$ cat src/rtl/cdb_arbiter.sv
// ---------------------------------------------------------------------------
// cdb_arbiter
//
// Common-data-bus arbiter. Four execution units (alu=0, mul=1, div=2, ls=3)
// request the broadcast bus. At most one unit is granted per rising edge.
// The granted unit's data and label are registered onto the bus, and the
// unit receives a one-cycle accept pulse.
//
// Parameters
//   DATA_W  : broadcast data width
//   LABEL_W : reservation-station label width (label 0 = "no producer")
//   RR_EN   : 1 = round-robin arbitration, 0 = fixed priority (unit 0 highest)
//
// Ports
//   clk          : clock, rising edge
//   RST          : synchronous active-high reset
//   require[3:0] : per-unit request (bit 3..0 = ls, div, mul, alu)
//   data0..3     : unit results, stable while the matching require is high
//   label0..3    : unit producer labels, stable while require is high
//   stall        : freeze arbitration; no grant while high
//   requireAC    : registered one-hot accept pulse to the granted unit
//   BCEN         : registered broadcast valid
//   BCdata       : registered broadcast data
//   BClabel      : registered broadcast label
//   err_label0   : sticky, a unit was granted while presenting label 0
//   bc_count     : number of broadcasts issued, wraps at 16 bits
// ---------------------------------------------------------------------------
module cdb_arbiter #(
  parameter int DATA_W  = 32,
  parameter int LABEL_W = 4,
  parameter int RR_EN   = 1
) (
  input  logic               clk,
  input  logic               RST,
  input  logic [3:0]         require,
  input  logic [DATA_W-1:0]  data0,
  input  logic [DATA_W-1:0]  data1,
  input  logic [DATA_W-1:0]  data2,
  input  logic [DATA_W-1:0]  data3,
  input  logic [LABEL_W-1:0] label0,
  input  logic [LABEL_W-1:0] label1,
  input  logic [LABEL_W-1:0] label2,
  input  logic [LABEL_W-1:0] label3,
  input  logic               stall,
  output logic [3:0]         requireAC,
  output logic               BCEN,
  output logic [DATA_W-1:0]  BCdata,
  output logic [LABEL_W-1:0] BClabel,
  output logic               err_label0,
  output logic [15:0]        bc_count
);

  // Index of the most recent grant; round-robin search starts one past it.
  logic [1:0] ptr;

  logic [3:0]         eligible_p0;
  logic               grant_vld_p0;
  logic [1:0]         grant_idx_p0;
  logic [DATA_W-1:0]  sel_data_p0;
  logic [LABEL_W-1:0] sel_label_p0;
  logic               sel_label_zero_p0;

  // Round-robin pick: {found, index}. Candidates are visited in ascending
  // order starting at last+1; the 2-bit add gives the wrap-around for free.
  function automatic logic [2:0] pick_rr(input logic [3:0] elig,
                                         input logic [1:0] last);
    logic       found;
    logic [1:0] idx;
    logic [1:0] cand;
    found = 1'b0;
    idx   = 2'd0;
    for (int i = 1; i <= 4; i++) begin
      cand = last + i[1:0];
      if (!found && elig[cand]) begin
        found = 1'b1;
        idx   = cand;
      end
    end
    return {found, idx};
  endfunction

  // Fixed-priority pick: lowest eligible index wins.
  function automatic logic [2:0] pick_fixed(input logic [3:0] elig);
    logic       found;
    logic [1:0] idx;
    found = 1'b0;
    idx   = 2'd0;
    for (int i = 3; i >= 0; i--) begin
      if (elig[i]) begin
        found = 1'b1;
        idx   = i[1:0];
      end
    end
    return {found, idx};
  endfunction

  // ---- stage p0: eligibility, arbitration and operand select ----
  // The unit accepted on the previous edge is masked so a requester that has
  // not yet dropped require cannot be granted twice in a row.
  assign eligible_p0 = stall ? 4'b0000 : (require & ~requireAC);

  always_comb begin
    logic [2:0] pick;
    if (RR_EN != 0) pick = pick_rr(eligible_p0, ptr);
    else            pick = pick_fixed(eligible_p0);
    grant_vld_p0 = pick[2];
    grant_idx_p0 = pick[1:0];
  end

  always_comb begin
    sel_data_p0  = '0;
    sel_label_p0 = '0;
    case (grant_idx_p0)
      2'd0: begin sel_data_p0 = data0; sel_label_p0 = label0; end
      2'd1: begin sel_data_p0 = data1; sel_label_p0 = label1; end
      2'd2: begin sel_data_p0 = data2; sel_label_p0 = label2; end
      default: begin sel_data_p0 = data3; sel_label_p0 = label3; end
    endcase
  end

  assign sel_label_zero_p0 = (sel_label_p0 == '0);

  // ---- stage p1: registered bus outputs ----
  always_ff @(posedge clk) begin
    if (RST) begin
      requireAC  <= 4'b0000;
      BCEN       <= 1'b0;
      BCdata     <= '0;
      BClabel    <= '0;
      err_label0 <= 1'b0;
      bc_count   <= 16'd0;
      ptr        <= 2'd3;
    end else if (grant_vld_p0) begin
      requireAC <= 4'b0001 << grant_idx_p0;
      ptr       <= grant_idx_p0;
      if (sel_label_zero_p0) begin
        // Granted without a producer label: consume the request but keep
        // the bus quiet and flag the protocol error.
        BCEN       <= 1'b0;
        BCdata     <= '0;
        BClabel    <= '0;
        err_label0 <= 1'b1;
      end else begin
        BCEN     <= 1'b1;
        BCdata   <= sel_data_p0;
        BClabel  <= sel_label_p0;
        bc_count <= bc_count + 16'd1;
      end
    end else begin
      requireAC <= 4'b0000;
      BCEN      <= 1'b0;
      BCdata    <= '0;
      BClabel   <= '0;
    end
  end

endmodule

$ cat config.mk
export PLATFORM = sky130hd
export DESIGN_NAME = cdb_arbiter
export DESIGN_NICKNAME = d
export VERILOG_FILES = /design/src/rtl/cdb_arbiter.sv
export SDC_FILE = /design/constraint.sdc
export NUM_CORES = 1
export LEC_CHECK = 0
export ABC_AREA = 1
export BUFFER_PORTS_ARGS = -buffer_cell sky130_fd_sc_hd__buf_4
export CORE_AREA = 8 8 117 119
export CTS_CLUSTER_DIAMETER = 60
export DETAILED_ROUTE_END_ITERATION = 12
export DIE_AREA = 0 0 125 127
export PLACE_DENSITY_LB_ADDON = 0.2
export SLEW_MARGIN = 20
export SYNTH_ARGS = -nofsm -noshare
export SYNTH_HDL_FRONTEND = slang
export SYNTH_SLANG_ARGS = --single-unit
$ cat constraint.sdc
create_clock -name clk -period 3.06 [get_ports clk]
set_input_delay 0.612 -clock clk [delete_from_list [all_inputs] [get_ports clk]]
set_output_delay 0.612 -clock clk [all_outputs]
set_load 0.02 [all_outputs]
## Yosys cells after proc, flatten, opt, wreduce, memory -nomap -nowiden

Cells that the tools add are included.

| storage, ports and cells | value |
|---|---|
| input bits | 151 |
| word-level logic and storage cells | 54 |
| output and inout port bits | 58 |
| flip-flop bits (word level) | 60 |

| operators by class | value |
|---|---|
| equality and inequality tests | 2 |
| muxes and demuxes | 20 |
| add/subtract/negate cells | 4 |
| shift operators | 1 |
| bitwise logic cells | 4 |
| $lt $le $gt $ge | 4 |
| reduce and logical (&&, ||, !) cells | 12 |

Operator list:

| cell | number |
|---|---|
| $pmux 32 s3 | 1 |
| $add 16x1->16 const B | 1 |
| $lt 2x3->1 const B | 4 |
| $pmux 4 s3 | 1 |
| $mux 1 | 9 |
| $bmux 1 s2 | 4 |
| $mux 2 | 4 |
| $add 2x2->2 const B | 2 |
| $and 4x4->4 | 1 |
| $logic_not 4->1 | 1 |
| $mux 4 | 1 |
| $not 4->4 | 1 |
| $reduce_and 2->1 | 2 |
| $shl 1x2->4 const A | 1 |
| $logic_and 1x1->1 | 3 |
| $logic_not 1->1 | 3 |
| $reduce_or 3->1 | 1 |
| $add 2x1->2 const B | 1 |
| $eq 2x1->1 const B | 1 |
| $eq 2x2->1 const B | 1 |
| $logic_not 2->1 | 1 |
| $not 1->1 | 2 |
| $reduce_or 2->1 | 1 |

## Longest topological paths before layout

| logic depth | value |
|---|---|
| depth in word-level cells | 20 |
| depth in mapped cells | 18 |
| depth with buffers taken out | 17 |

## Least setup slack after synthesis

Ideal clock, no wire load.

| timing | value |
|---|---|
| path type | input to register |
| start | input port stall |
| end | register BCdata[0] |
| cell stages on the path | 17 |
| required time | 2.932 ns |
| path slack | 0.610 ns |
| buffers on the path | 3 |
| data arrival time | 2.322 ns |
| path through | nor2_1 -> nand3_1 -> nand3_1 -> nand2_2 -> nand2_1 -> nand2_1 -> nand3_2 -> nand2_2 -> buf_6 -> nand3_1 -> nand4_1 -> nor2_1 -> nand2_2 -> buf_6 -> nand3_4 -> buf_12 -> nor2_4 |

| on the way | value |
|---|---|
| cells in the longest elaborated chain, start to end | 17 |
| elaborated cells on any way between the ends | 31 |
| classes of those cells | eq/ne: 2; mux: 19; bitwise: 1; reduce/logical: 9 |

RTL lines:

| element | line | RTL |
|---|---|---|
| start: declaration | 44 | `input logic stall,` |
| $mux 4 * | 100 | `assign eligible_p0 = stall ? 4'b0000 : (require & ~requireAC);` |
| $bmux 1 s2 | 74 | `if (!found && elig[cand]) begin` |
| $mux 1 (not written as such) | 74 |  |
| $mux 1 | 74 |  |
| $logic_not 1->1 | 74 |  |
| $logic_and 1x1->1 | 74 |  |
| $mux 1 | 74 |  |
| $logic_not 1->1 | 74 |  |
| $logic_and 1x1->1 | 74 |  |
| $mux 1 | 74 |  |
| $logic_not 1->1 | 74 |  |
| $logic_and 1x1->1 | 74 |  |
| $mux 2 | 74 |  |
| $eq 2x2->1 (tied with other cells) | 113 | `case (grant_idx_p0)` |
| $pmux 4 s3 | 113 |  |
| $logic_not 4->1 | 121 | `assign sel_label_zero_p0 = (sel_label_p0 == '0);` |
| $reduce_or 3->1 (no source line) | -- |  |
| end signal: assignment | 145 | `BCdata <= sel_data_p0;` |
| end: declaration | 47 | `output logic [DATA_W-1:0] BCdata,` |

Every way passes the cells marked *; elsewhere a longest branch is shown, timed or not. The select of a mux whose other input is x is not followed.
A chain may end at the register's enable or synchronous reset.

## Worst setup path in the final report

| timing | value |
|---|---|
| start | register ptr[0] |
| end | register bc_count[12] |

| on the way | value |
|---|---|
| cells in the longest elaborated chain, start to end | 18 |
| elaborated cells on any way between the ends | 32 |
| classes of those cells | add/sub: 3; eq/ne: 2; mux: 17; bitwise: 1; reduce/logical: 9 |

RTL lines:

| element | line | RTL |
|---|---|---|
| start: declaration | 54 | `logic [1:0] ptr;` |
| start signal: assignment | 135 | `ptr <= grant_idx_p0;` |
| $add 2x1->2 | 73 | `cand = last + i[1:0];` |
| $bmux 1 s2 | 74 |  |
| $mux 1 (not written as such) | 74 |  |
| $mux 1 | 74 |  |
| $logic_not 1->1 | 74 |  |
| $logic_and 1x1->1 | 74 |  |
| $mux 1 | 74 |  |
| $logic_not 1->1 | 74 |  |
| [... 2 more ...] | -- |  |
| $logic_not 1->1 | 74 |  |
| $logic_and 1x1->1 | 74 |  |
| $mux 2 | 74 |  |
| $eq 2x2->1 (tied with other cells) | 113 |  |
| $pmux 4 s3 | 113 |  |
| $logic_not 4->1 | 121 |  |
| $not 1->1 (no source line) | -- |  |
| $reduce_and 2->1 (no source line) * | -- |  |
| end signal: assignment | 147 | `bc_count <= bc_count + 16'd1;` |
| end: declaration | 50 | `output logic [15:0] bc_count` |

Marked as above.

==> metrics.txt <==
power per cell area=1170 nW/µm²; initial drt markers=169; IO buf count=208; hold endpoint=err_label0$_SDFFE_PP0P_; Syn Nets=618; die span in y=127 µm; GP Congestion=0.856; status=complete, no violations; Slew HR=49.6%; Synth Area in Simple Gates=41.9%; area delta synth->final=56.0%; clock root buffer=clkbuf_16; hold buffers post-CTS=0; initial core utilization=29.4%; max-cap violations=0; layout cells sized above 1=41.9%; max-slew violation count=0; Switching Share=50.1%; drt wl/cell=16.1 µm; final instance count without filler cells=822; DRC Markers=0; CTS max path bufs=2; drt pass-1 iters=6; Synth Register Bits=60; first-pass GRT wire length=20800 µm; H-tree levels=3; Area contributors post-synth=dfxtp_1 (35%), nand2_1 (16%), nor2_4 (10%); row count=40; Synth Area in Compound Gates=11.8%; Worst Hold Class=reg -> reg; mux contribution to synthesized area=0%; switching power total=3.19 mW; hold path cells=2; Clock Skew=5.83 ps; die width=125 µm; YS warnings=0; Worst EP required=3310 ps; vias=3900; largest family of logic cells by synthesized area=simple AND/OR/NAND/NOR gates; Cells after Synth=466; r2r startpoint=ptr[0]$_SDFFE_PP1P_; worst-case reg-to-reg path depth=17; share of the synthesized area in the top cell type=34.5%; Post-synth ARST share=0%; total CTS buffers=9; n_diodes=0; sequential share of power=17.6%; I/O pin count=209; Slew @ Worst Pin=755 ps; crit path capture type=flop; WP data arrival=2970 ps; most common cell after layout, fill and taps aside=buf_4; startpoint types=flop; # nets final=824; final core utilization=45.9%; Crit Path Class=reg -> reg; initial antenna violation count=0; dpl cells=808; number of synthesized flops with an enable pin=0; wirelength, routed=13300 µm; area leader, netlist=dfxtp_1; vias in the first global route=4061; drt via density=4.74; Synth Area in XOR/XNOR=3.53%; clk slew on worst S/H paths=50 ps; ys flop type=dfxtp_1; post-synth cell types=29; grt ovf=0; Peak VDD IR=0.628 mV; CTS Sinks=60; leakage=2.57 nW; setup bufs post-CTS=0; RSZ-0062 raised after global routing=false; most frequent cells in the layout=buf_4 (218), nand2_1 (149), dfxtp_1 (59); hold_sp=err_label0$_SDFFE_PP0P_; Clk pwr share=14.0%; post-detail-place hpwl=10800 µm; Max Fclk=0.368 GHz; core area=11800 µm²; Period minus WS final=2720 ps; reg2reg setup slack=340 ps; Combinational Power Share=68.5%; Skew-Pair Late Insertion Delay=320 ps; pin count of the biggest net entering global routing=33; Final Power=6.36 mW; cell internal pwr=3.18 mW; final setup fails=0; Adder-Cell Fraction of Synth Area=0.360%; Mapped Area=3480 µm²; Mapped Avg Cell Area=7.46 µm²; post-route ant nets=0; crit-path max FO=15; die footprint=15900 µm²; sequential share of the synthesized area=34.5%; RR Endpoint=bc_count[12]$_SDFFE_PP0P_; Fin. Hold Viols=0; TritonCTS clock tree=yes; Final period util=88.9%; All-Layer GR Usage=16.3%
stage by stage:
stage / TNS, ps / area [µm²] / hold slack, ps / setup slack, ps
4_1_cts: 0 / 5420 / 490 / 172
3_3_place_gp: -84.6 / 5160 / 478 / -23.1
5_1_grt: 0 / 5430 / 517 / 42.7
3_5_place_dp: 0 / 5170 / 482 / 127
2_1_floorplan: 0 / 3480 / 535 / 610
6_report: 0 / 5430 / 485 / 341
routing by layer:
metal,vias up,GRT usage (%),wire (µm)
li1,1983,-,-
met1,1752,16.2,4950
met2,153,29.2,6670
met3,12,8.24,1470
met4,0,5.30,170
met5,-,0,0
cell type report:
type / count / area (µm²)
fill: 1202 / 6390
multi-input combinational: 356 / 2010
timing repair buffer: 220 / 1680
sequential: 60 / 1200
clock buffer: 11 / 243
tap: 147 / 184
inverter: 25 / 93.8
clock inverter: 3 / 15.0
flip-flops by register name, indices dropped and copies added (netlist names):
register	cells
err_label0	1
BCdata	32
BCEN	1
requireAC	4
ptr	2
BClabel	4
bc_count	16
cell usage after synthesis (5+ instances only):
master    instances
a21oi_1          22
a221oi_1         30
clkbuf_1         13
dfxtp_1          60
inv_1            19
inv_2             6
nand2_1         149
nand2_2           6
nand3_1          54
nand4_1           8
nor2_1           21
nor2_4           31
nor3_1            8
xnor2_1           5
xor2_1            9
repair_timing:
action                                 CTS  global route
resized for setup                        0             1
setup endpoints to repair                0            50
endpoints found under the hold margin    0             0
cells by family (layout without fill, tap and decap cells):
family | after synthesis | after routing
adder cells (fa/ha/maj) | 1 | 1
buffers and inverters | 50 | 259
AO/OA/AOI/OAI | 57 | 57
AND/OR/NAND/NOR | 284 | 284
flip-flops | 60 | 60
XOR/XNOR | 14 | 14
worst max-delay path, cell delays in order (launching register included):
cell and delay (ps):
dfxtp_2 440, inv_2 130, nand3_1 180, nand3_1 110, nand2_2 110, nand2_2 70
nor2_4 110, nand3_2 90, nand2_4 100, buf_4 210, inv_2 90, nand3_1 70
nand4_1 140, nor2_1 160, nand2_2 120, nand2_2 270, nand2_1 80, a21oi_1 140
power by group through the flow:
stage | clock, mW | combinational, mW | sequential, mW
finish | 0.888 | 4.36 | 1.12
global placement | 0 | 4.35 | 1.13
global route | 0.956 | 4.81 | 1.14
detailed placement | 0 | 4.40 | 1.13
floorplan | 0 | 3.15 | 1.31
CTS | 0.917 | 4.41 | 1.12
how the worst max path moves through the flow:
stage	start	end	slack, ps	cells past startpoint
6_report	ptr[0]$_SDFFE_PP1P_	bc_count[12]$_SDFFE_PP0P_	340	17
5_1_grt	ptr[0]$_SDFFE_PP1P_	bc_count[13]$_SDFFE_PP0P_	40	17
4_1_cts	ptr[0]$_SDFFE_PP1P_	bc_count[12]$_SDFFE_PP0P_	170	17
3_5_place_dp	stall	bc_count[12]$_SDFFE_PP0P_	130	18
3_3_place_gp	stall	BCdata[17]$_SDFF_PP0_	-20	13
2_1_floorplan	stall	BCdata[0]$_SDFF_PP0_	610	17
No activity file was read; power rests on OpenSTA's default activity.
